===== src/rtl/vif_chan_arbiter_if.sv =====
// Stream bundle for vif_chan_arbiter: NUM_CH writer channels in, one tagged stream out.
// The slave modport is the arbiter's view; master is the writers/reader side.
interface vif_chan_arbiter_if #(
  parameter int NUM_CH = 4,
  parameter int DATA_W = 8,
  parameter int ADDR_W = 8
);
  localparam int CH_W = $clog2(NUM_CH);

  logic [NUM_CH-1:0]        s_valid;
  logic [NUM_CH-1:0]        s_ready;
  logic [NUM_CH*DATA_W-1:0] s_data;
  logic [NUM_CH*ADDR_W-1:0] s_addr;
  logic                     m_valid;
  logic                     m_ready;
  logic [DATA_W-1:0]        m_data;
  logic [ADDR_W-1:0]        m_addr;
  logic [CH_W-1:0]          m_ch;
  logic                     busy;

  modport master (
    output s_valid, s_data, s_addr, m_ready,
    input  s_ready, m_valid, m_data, m_addr, m_ch, busy
  );

  modport slave (
    input  s_valid, s_data, s_addr, m_ready,
    output s_ready, m_valid, m_data, m_addr, m_ch, busy
  );
endinterface


===== src/rtl/vif_chan_arbiter.sv =====
// Per-channel DEPTH-entry FIFOs merged round-robin onto one channel-tagged stream.
// Optional grant counters / sticky stall flags: define VIF_CHAN_ARBITER_STATS_EN.
module vif_chan_arbiter #(
  parameter int NUM_CH = 4,
  parameter int DATA_W = 8,
  parameter int ADDR_W = 8,
  parameter int DEPTH  = 4
) (
  input  logic                 clk,
  input  logic                 rst,
  vif_chan_arbiter_if.slave    bus
`ifdef VIF_CHAN_ARBITER_STATS_EN
  ,
  output logic [NUM_CH*16-1:0] grant_cnt,
  output logic [NUM_CH-1:0]    drop_stall
`endif
);
  localparam int CH_W   = $clog2(NUM_CH);
  localparam int PTR_W  = $clog2(DEPTH);
  localparam int CNT_W  = PTR_W + 1;
  localparam int BEAT_W = ADDR_W + DATA_W;
  localparam logic [CNT_W-1:0] FULL_CNT = CNT_W'(DEPTH);
  localparam logic [CH_W-1:0]  LAST_CH  = CH_W'(NUM_CH - 1);

  logic [NUM_CH-1:0]             w_ready;
  logic [NUM_CH-1:0]             w_push;
  logic [NUM_CH-1:0]             w_pop;
  logic [NUM_CH-1:0]             w_nonempty;
  logic [NUM_CH-1:0][BEAT_W-1:0] w_head;
  logic [CH_W-1:0]               r_rr_ptr;
  logic [CH_W-1:0]               r_lock_ch;
  logic                          r_lock_valid;
  logic [CH_W-1:0]               w_cand;
  logic [CH_W-1:0]               w_grant;
  logic                          w_any;
  logic                          w_accept;

  genvar gi;
  generate
    for (gi = 0; gi < NUM_CH; gi++) begin : g_fifo
      logic [BEAT_W-1:0] r_mem [DEPTH];
      logic [PTR_W-1:0]  r_wr_ptr;
      logic [PTR_W-1:0]  r_rd_ptr;
      logic [CNT_W-1:0]  r_count;

      // Ready depends only on the stored count: a full FIFO refuses even when popping.
      assign w_ready[gi]    = (r_count != FULL_CNT);
      assign w_push[gi]     = bus.s_valid[gi] & w_ready[gi];
      assign w_pop[gi]      = w_accept & (w_grant == CH_W'(gi));
      assign w_nonempty[gi] = (r_count != '0);
      assign w_head[gi]     = r_mem[r_rd_ptr];

      always_ff @(posedge clk) begin
        if (w_push[gi]) begin
          r_mem[r_wr_ptr] <= {bus.s_addr[gi*ADDR_W +: ADDR_W], bus.s_data[gi*DATA_W +: DATA_W]};
        end
      end

      always_ff @(posedge clk) begin
        if (rst) begin
          r_wr_ptr <= '0;
          r_rd_ptr <= '0;
          r_count  <= '0;
        end else begin
          if (w_push[gi]) r_wr_ptr <= r_wr_ptr + 1'b1;
          if (w_pop[gi])  r_rd_ptr <= r_rd_ptr + 1'b1;
          case ({w_push[gi], w_pop[gi]})
            2'b10:   r_count <= r_count + 1'b1;
            2'b01:   r_count <= r_count - 1'b1;
            default: r_count <= r_count;
          endcase
        end
      end
    end
  endgenerate

  // First non-empty channel starting from the round-robin pointer.
  always_comb begin
    logic v_found;
    int   v_idx;
    v_found = 1'b0;
    v_idx   = 0;
    w_cand  = '0;
    for (int k = 0; k < NUM_CH; k++) begin
      v_idx = int'(r_rr_ptr) + k;
      if (v_idx >= NUM_CH) v_idx = v_idx - NUM_CH;
      if (!v_found && w_nonempty[CH_W'(v_idx)]) begin
        v_found = 1'b1;
        w_cand  = CH_W'(v_idx);
      end
    end
  end

  assign w_any    = |w_nonempty;
  assign w_grant  = r_lock_valid ? r_lock_ch : w_cand;
  assign w_accept = w_any & bus.m_ready;

  assign bus.s_ready = w_ready;
  assign bus.m_valid = w_any;
  assign bus.busy    = w_any;
  assign bus.m_ch    = w_any ? w_grant : '0;
  assign bus.m_data  = w_any ? w_head[w_grant][DATA_W-1:0] : '0;
  assign bus.m_addr  = w_any ? w_head[w_grant][BEAT_W-1:DATA_W] : '0;

  // A stalled grant is pinned so a newly filled closer channel cannot steal it.
  always_ff @(posedge clk) begin
    if (rst) begin
      r_rr_ptr     <= '0;
      r_lock_valid <= 1'b0;
      r_lock_ch    <= '0;
    end else begin
      if (w_accept) begin
        r_rr_ptr <= (w_grant == LAST_CH) ? '0 : w_grant + 1'b1;
      end
      if (w_any && !bus.m_ready) begin
        r_lock_valid <= 1'b1;
        r_lock_ch    <= w_grant;
      end else begin
        r_lock_valid <= 1'b0;
      end
    end
  end

`ifdef VIF_CHAN_ARBITER_STATS_EN
  generate
    for (gi = 0; gi < NUM_CH; gi++) begin : g_stats
      logic [15:0] r_grant_cnt;
      logic        r_drop;

      always_ff @(posedge clk) begin
        if (rst) begin
          r_grant_cnt <= '0;
          r_drop      <= 1'b0;
        end else begin
          if (w_pop[gi] && (r_grant_cnt != 16'hFFFF)) r_grant_cnt <= r_grant_cnt + 1'b1;
          if (bus.s_valid[gi] && !w_ready[gi])        r_drop      <= 1'b1;
        end
      end

      assign grant_cnt[gi*16 +: 16] = r_grant_cnt;
      assign drop_stall[gi]         = r_drop;
    end
  endgenerate
`endif

endmodule


===== src/flat_wrapper.sv =====
// flat-port wrapper written by rule: the top's interface ports become plain ports
module vif_chan_arbiter_flat 
#(
  parameter int NUM_CH = 4,
  parameter int DATA_W = 8,
  parameter int ADDR_W = 8,
  parameter int DEPTH  = 4
)
  (clk, rst, bus_s_valid, bus_s_data, bus_s_addr, bus_m_ready, bus_s_ready, bus_m_valid, bus_m_data, bus_m_addr, bus_m_ch, bus_busy);
  vif_chan_arbiter_if #(.NUM_CH(NUM_CH), .DATA_W(DATA_W), .ADDR_W(ADDR_W)) bus_i ();
  input  logic clk;
  input  logic rst;
  input wire logic [$bits(bus_i.s_valid)-1:0] bus_s_valid;
  input wire logic [$bits(bus_i.s_data)-1:0] bus_s_data;
  input wire logic [$bits(bus_i.s_addr)-1:0] bus_s_addr;
  input wire logic [$bits(bus_i.m_ready)-1:0] bus_m_ready;
  output wire logic [$bits(bus_i.s_ready)-1:0] bus_s_ready;
  output wire logic [$bits(bus_i.m_valid)-1:0] bus_m_valid;
  output wire logic [$bits(bus_i.m_data)-1:0] bus_m_data;
  output wire logic [$bits(bus_i.m_addr)-1:0] bus_m_addr;
  output wire logic [$bits(bus_i.m_ch)-1:0] bus_m_ch;
  output wire logic [$bits(bus_i.busy)-1:0] bus_busy;
  assign bus_i.s_valid = bus_s_valid;
  assign bus_i.s_data = bus_s_data;
  assign bus_i.s_addr = bus_s_addr;
  assign bus_i.m_ready = bus_m_ready;
  assign bus_s_ready = bus_i.s_ready;
  assign bus_m_valid = bus_i.m_valid;
  assign bus_m_data = bus_i.m_data;
  assign bus_m_addr = bus_i.m_addr;
  assign bus_m_ch = bus_i.m_ch;
  assign bus_busy = bus_i.busy;
  vif_chan_arbiter #(.NUM_CH(NUM_CH), .DATA_W(DATA_W), .ADDR_W(ADDR_W), .DEPTH(DEPTH)) u_core (.clk(clk), .rst(rst), .bus(bus_i));
endmodule

===== config.mk =====
export PLATFORM = sky130hd
export DESIGN_NAME = vif_chan_arbiter_flat
export DESIGN_NICKNAME = d
export VERILOG_FILES = /design/src/rtl/vif_chan_arbiter_if.sv /design/src/rtl/vif_chan_arbiter.sv /design/src/flat_wrapper.sv
export SDC_FILE = /design/constraint.sdc
export NUM_CORES = 1
export LEC_CHECK = 0
export ABC_AREA = 1
export CAP_MARGIN = 40
export CORE_MARGIN = 10
export CORE_UTILIZATION = 62
export CTS_CLUSTER_SIZE = 25
export DETAILED_ROUTE_END_ITERATION = 8
export PLACE_DENSITY_LB_ADDON = 0.2
export SKIP_CTS_REPAIR_TIMING = 1
export SYNTH_ARGS = -nofsm -noshare
export SYNTH_HDL_FRONTEND = slang
export SYNTH_SLANG_ARGS = --single-unit

===== constraint.sdc =====
create_clock -name clk -period 4.95 [get_ports clk]
set_input_delay 0.99 -clock clk [delete_from_list [all_inputs] [get_ports clk]]
set_output_delay 0.99 -clock clk [all_outputs]
set_load 0.05 [all_outputs]

==> results.json <==
{
  "outcome": "finished, final reports clean",
  "ctsRootBufferMaster": "clkbuf_16",
  "antenna_cells": 0,
  "critPathArrivalTime_ns": 3.66,
  "synth_flop_cell": "edfxtp_1",
  "drt_iter0_drc": 867,
  "syn-instance-count": 1075,
  "netlist_area_um2": 12400,
  "cp-end-kind": "output port",
  "min_period_over_period_pct": 94.0,
  "slew_headroom_pct": 41.8,
  "r2r-start": "u_core.g_fifo[2].r_count[1]$_SDFFE_PP0P_",
  "crit_path_start_kind": "flip-flop",
  "synth_area_leaders": "edfxtp_1 62%, dfxtp_1 6.6%, nand2_1 6.4%",
  "wl_per_cell_um": 19.4,
  "fin_skew_ns": 0.0164,
  "ant_nets": 0,
  "vdd_drop_max_v": 0.000692,
  "cp_max_fo": 21,
  "yosysMostFrequentCell": "edfxtp_1",
  "rsz0062_at_grt": "false",
  "max-clock-path-buffers": 3,
  "r2r_slack_ns": 1.27,
  "cts_sinks": 297,
  "fp.dieH_um": 161,
  "grt_max_degree": 33,
  "viasPerCell": 5.75,
  "synth_edf_count": 256,
  "worstHoldPathType": "reg -> reg",
  "tightest_slew_ns": 0.872,
  "gp_congestion": 0.887,
  "clock_latency_ns": 0.54,
  "max_freq_mhz": 215,
  "fin_crit_ns": 4.65,
  "slew_violations": 0,
  "synth.net_count": 1170,
  "worstSetupPathType": "reg -> out",
  "yosys.area.top_type": "edfxtp_1",
  "drv_cap": 0,
  "async_reset_ff_share_pct": 0,
  "ys_types": 30,
  "multiInputGateArea_um2": 3440,
  "drive_gt1_share_pct": 8.17,
  "finalSetupViolCount": 0,
  "drc_errors": 0,
  "instances_no_fill": 1464,
  "h-tree-depth": 1,
  "drt_wl_total_mm": 28.4,
  "ff2ff_path_depth": 16,
  "synth_seq_cells": 297,
  "initial_core_util_pct": 63.3,
  "tns_ns": 0,
  "n_fill_cell": 1282,
  "cts_buffers": 28,
  "cts_tree": "yes",
  "rows": 51,
  "core_area_um2": 19600,
  "synth.top_cell.area_share_pct": 61.9,
  "areaGrowthSynthToFinish_pct": 18.2,
  "synthTopCellsByCount": "256 x edfxtp_1, 213 x nand2_1, 118 x nor2_1",
  "ys_warn_count": 0,
  "ios": 95,
  "first_pass_iters": 5,
  "seqCellArea_um2": 8510,
  "critPathRequiredTime_ns": 3.96,
  "rr_endpoint": "u_core.g_fifo[0].r_count[2]$_SDFFE_PP0P_",
  "antenna_found_initial": 0,
  "port_buffers": 94,
  "hpwl_mm": 19.4,
  "grtUsageTotal_pct": 21.3,
  "num_vias": 8423,
  "place_inst": 1412,
  "finalHoldViolations": 0,
  "final_core_util_pct": 74.9,
  "hold_start": "u_core.g_fifo[2].r_rd_ptr[1]$_SDFFE_PP0P_",
  "die_x_um": 161,
  "dieArea_um2": 26100,
  "synth.avg_cell_area_um2": 11.5,
  "grt_pass1_wl_mm": 44.4,
  "grt_pass1_vias": 8382,
  "fin_nets": 1272,
  "hold_depth": 2,
  "ys_seq_area_share_pct": 68.6,
  "path_clk_slew_ns": 0.07,
  "grt_remaining_overflow": 0,
  "powerDensity_nw_per_um2": 686,
  "leakage_uw": 0.00546
}
==> worst max path at each step <==
stage | startpoint | end | slack (ns) | cells after the start
after floorplan | u_core.g_fifo[2].r_count[0]$_SDFFE_PP0P_ | bus_m_data[6] | 1.50 | 13
after global placement | u_core.g_fifo[3].r_count[0]$_SDFFE_PP0P_ | bus_m_addr[0] | 1.0 | 9
after detailed placement | u_core.g_fifo[2].r_count[1]$_SDFFE_PP0P_ | bus_m_addr[1] | 0.95 | 9
after CTS | u_core.g_fifo[2].r_count[1]$_SDFFE_PP0P_ | bus_m_addr[1] | 0.35 | 9
after global routing | u_core.g_fifo[2].r_count[1]$_SDFFE_PP0P_ | bus_m_addr[1] | 0.07 | 14
final | u_core.g_fifo[2].r_count[1]$_SDFFE_PP0P_ | bus_m_addr[1] | 0.30 | 9
==> cell families (layout without fill, tap and decap cells) <==
kind of cell | after synthesis | after routing | synth area share, %
simple gates | 398 | 398 | 13.4
flops | 297 | 297 | 68.6
compound gates | 233 | 233 | 11.2
buf+inv | 119 | 243 | 3.90
fa+ha+maj | 24 | 24 | 2.66
xor+xnor | 4 | 4 | 0.282
==> layout by cell type (no fill, tap or decap), drive strengths merged, types with 10 or more instances in the layout <==
| cell type | instances |
|---|---|
| a21oi | 94 |
| a22oi | 16 |
| a32o | 31 |
| buf | 28 |
| clkbuf | 41 |
| clkdlybuf4s50 | 94 |
| clkinv | 10 |
| dfxtp | 41 |
| edfxtp | 256 |
| ha | 20 |
| inv | 69 |
| nand2 | 223 |
| nand3 | 44 |
| nor2 | 122 |
| o21ai | 75 |
| o22ai | 17 |
==> per-stage QoR <==
stage / hold WS, ns / instance area [um2] / worst slack (ns) / total power (uW)
floorplan: 0.459 / 12400 / 1.50 / 6480
global placement: 0.481 / 13600 / 0.999 / 7910
detailed placement: 0.490 / 13800 / 0.948 / 8020
CTS: 0.499 / 14700 / 0.349 / 10100
global route: 0.527 / 14700 / 0.0681 / 10500
finish: 0.499 / 14700 / 0.296 / 10100
==> power breakdown <==
group	leakage [uW]	switching [uW]	internal, uW
clock	0.000429	862	1170
combinational	0.00235	3460	1430
sequential	0.00269	127	3010
==> critical path: stages, from the launching register on <==
cell	delay (ns)
dfxtp_1	0.33
nor2_1	0.23
nand2_1	0.10
nor4_1	0.18
nand2_1	0.55
nand2_2	0.50
nor2_1	0.10
nor2_1	0.29
nor2_1	0.13
clkdlybuf4s50_1	0.72
==> registers in the layout (all words and copies together), names as in the netlist, named ones only <==
name                    count
u_core.g_fifo.r_count      12
u_core.g_fifo.r_mem       256
u_core.g_fifo.r_rd_ptr      8
u_core.g_fifo.r_wr_ptr      8
u_core.r_lock_ch            2
u_core.r_lock_valid         1
u_core.r_rr_ptr             2
==> per-layer routing <==
layer | routed length [um] | vias up | track usage [%]
met3 | 1990 | 49 | 3.15
met1 | 11900 | 4029 | 28.2
met2 | 13900 | 333 | 35.7
met5 | 0 | - | 0
met4 | 661 | 0 | 6.37
li1 | - | 4012 | -
==> cell type report <==
cell class                 count  share of cell area, %
sequential                   297                   58.0
multi-input combinational    659                   23.5
timing repair buffer         122                   8.56
clock buffer                  41                   5.46
tap                          265                   2.26
inverter                      69                   1.77
clock inverter                11                  0.495
(Power assumes the default switching activity.)
==> RTL edit (same flow settings) <==
`DEPTH` is set to 4 in 2 places; all go to 8.
--- a/src/rtl/vif_chan_arbiter.sv
+++ b/src/rtl/vif_chan_arbiter.sv
@@ -4,7 +4,7 @@
   parameter int NUM_CH = 4,
   parameter int DATA_W = 8,
   parameter int ADDR_W = 8,
-  parameter int DEPTH  = 4
+  parameter int DEPTH  = 8
 ) (
   input  logic                 clk,
   input  logic                 rst,
--- a/src/flat_wrapper.sv
+++ b/src/flat_wrapper.sv
@@ -4,7 +4,7 @@
   parameter int NUM_CH = 4,
   parameter int DATA_W = 8,
   parameter int ADDR_W = 8,
-  parameter int DEPTH  = 4
+  parameter int DEPTH  = 8
 )
   (clk, rst, bus_s_valid, bus_s_data, bus_s_addr, bus_m_ready, bus_s_ready, bus_m_valid, bus_m_data, bus_m_addr, bus_m_ch, bus_busy);
   vif_chan_arbiter_if #(.NUM_CH(NUM_CH), .DATA_W(DATA_W), .ADDR_W(ADDR_W)) bus_i ();
Behaviour: not the same (a bounded check fails within 10 cycles, from zero or initial values and one cycle with rst high).
==> RTL edit against the unedited design <==
- non-clock buffer count rose by 31
- sequential cell count rose by 272
- count of clock-buffer cells in the layout rose by 27
- sequential power rose by 82%
- critical path type unchanged
- critical endpoint is now bus_m_ch[0]
- core utilization fell by 3.3 points
- routed wire length rose by 94%
- total power rose by 55%
- combinational power rose by 23%
- global-route usage rose by 3.0 points
- area after synthesis rose by 85%
- worst setup slack improved by 110 ps
- maximum frequency rose by 2.3%
- critical path depth rose by 2
- final area rose by 79%
==> RTL edit: results (changes against the unedited design) <==
[metrics] Final #Nets: 2103 (+65%)
[metrics] global-route wire length before repair: 84.1 mm (+89%)
[metrics] data arrival at the endpoint of the critical path: 3560 ps (-100 ps)
[metrics] Worst-Skew Late Latency: 600 ps (+60 ps)
[metrics] HPWL after detailed placement: 33.8 mm (+74%)
[metrics] mean routed wirelength per cell: 21.9 um (+13%)
[metrics] number of DRC markers in iteration 0: 1754 (+100%)
[metrics] complex-gate fraction of the synthesized area: 13.0% (+1.8 points)
[metrics] TritonCTS buffer count: 54 (+93%)
[metrics] share of cells above drive strength 1: 8.17% (about the same)
[metrics] count of flip-flops with a built-in enable after synthesis: 512 (+100%)
[metrics] net load switching power: 6290 uW (+41%)
[metrics] pin count of the biggest net entering global routing: 65 (+97%)
[metrics] adder-cell share of the synthesized area: 1.14% (-1.5 points)
[metrics] delay of the slowest critical-path stage: 870 ps (+150 ps)
[metrics] Leak: 0.00905 uW (+66%)
[metrics] filler cell count: 2392 (+87%)
[metrics] wirelength, routed: 55.2 mm (+94%)
[metrics] Hold Crit Start: u_core.g_fifo[3].r_rd_ptr[2]
[metrics] post-place setup slack: 1070 ps (+118 ps)
[metrics] global placement routability congestion: 0.877 (-1.1%)
[metrics] WHS: 474 ps (-25.2 ps)
[metrics] cell total after placement: 2423 (+72%)
[metrics] count of mapped cells out of synthesis: 1904 (+77%)
[metrics] cell class contributing the biggest share of worst-path delay: buffers and inverters
[metrics] RR Startpoint: u_core.r_rr_ptr[0]
[metrics] power density of the placed cells: 596 nW/um2 (-13%)
[metrics] worst voltage drop across the vdd grid: 0.939 mV (+36%)
[metrics] sequential element share of the synthesized area: 71.9% (+3.3 points)
[metrics] number of vias in the routed layout: 15626 (+86%)
[metrics] list of most frequent post-synthesis cells: sky130_fd_sc_hd__edfxtp_1 (512), sky130_fd_sc_hd__nor2_1 (402), sky130_fd_sc_hd__o21ai_0 (401)
[metrics] Post-Synthesis Net Count: 1996 (+71%)
[metrics] xor and xnor fraction of the mapped netlist area: 0.757% (+0.47 points)
[metrics] Slew @ Worst Pin: 858 ps (-13.9 ps)
[metrics] number of cells on the worst reg-to-reg path: 18 (+2)
[metrics] run status: completed
[metrics] number of global-route vias before repair: 14843 (+77%)
[metrics] maximum fanout count along the critical path: 37 (+76%)
[metrics] final cycle utilization of the critical path: 91.9% (-2.1 points)
[metrics] post-place instance area: 24500 um2 (+78%)
[metrics] endpoint of the lowest-slack register-to-register path: u_core.g_fifo[3].r_count[2]
[metrics] registers with the most flip-flops: u_core.g_fifo.r_mem x512, u_core.g_fifo.r_count x16
[metrics] count of unique library cells instantiated by Yosys: 33 (+10%)
[metrics] clock skew: 24.0 ps (+7.60 ps)
[metrics] power attributed to combinational cells: 6030 uW (+23%)
[metrics] synth top area cells: sky130_fd_sc_hd__edfxtp_1 (67%), sky130_fd_sc_hd__o21ai_0 (8.7%), sky130_fd_sc_hd__nor2_1 (6.6%)
[metrics] global-route usage over all layers: 24.2% (+3.0 points)
-- RTL edit: cell type report --
class                   count  area [um2]  share of cell area, %
inverters                  71         269                   1.03
clock inverters            33         225                  0.860
flip-flops and latches    569       16500                   63.1
well taps                 468         586                   2.24
multi-input cells        1162        5780                   22.1
clock buffers              68        1430                   5.44
repair buffers            153        1400                   5.33
-- RTL edit: worst max-delay path by stage --
stage | start | end
5_1_grt | u_core.r_rr_ptr[0] | bus_m_ch[0]
3_5_place_dp | u_core.r_rr_ptr[0] | bus_m_ch[0]
3_3_place_gp | u_core.r_rr_ptr[0] | bus_m_ch[0]
2_1_floorplan | u_core.r_rr_ptr[0] | bus_m_addr[5]
6_report | u_core.r_rr_ptr[0] | bus_m_ch[0]
4_1_cts | u_core.r_rr_ptr[0] | bus_m_ch[0]
-- RTL edit: routing by layer --
layer	part of all wire, %	global-route usage (%)
met1	40	32.2
met2	49	39.9
met3	8.8	4.54
met4	2.6	7.71
met5	0	0
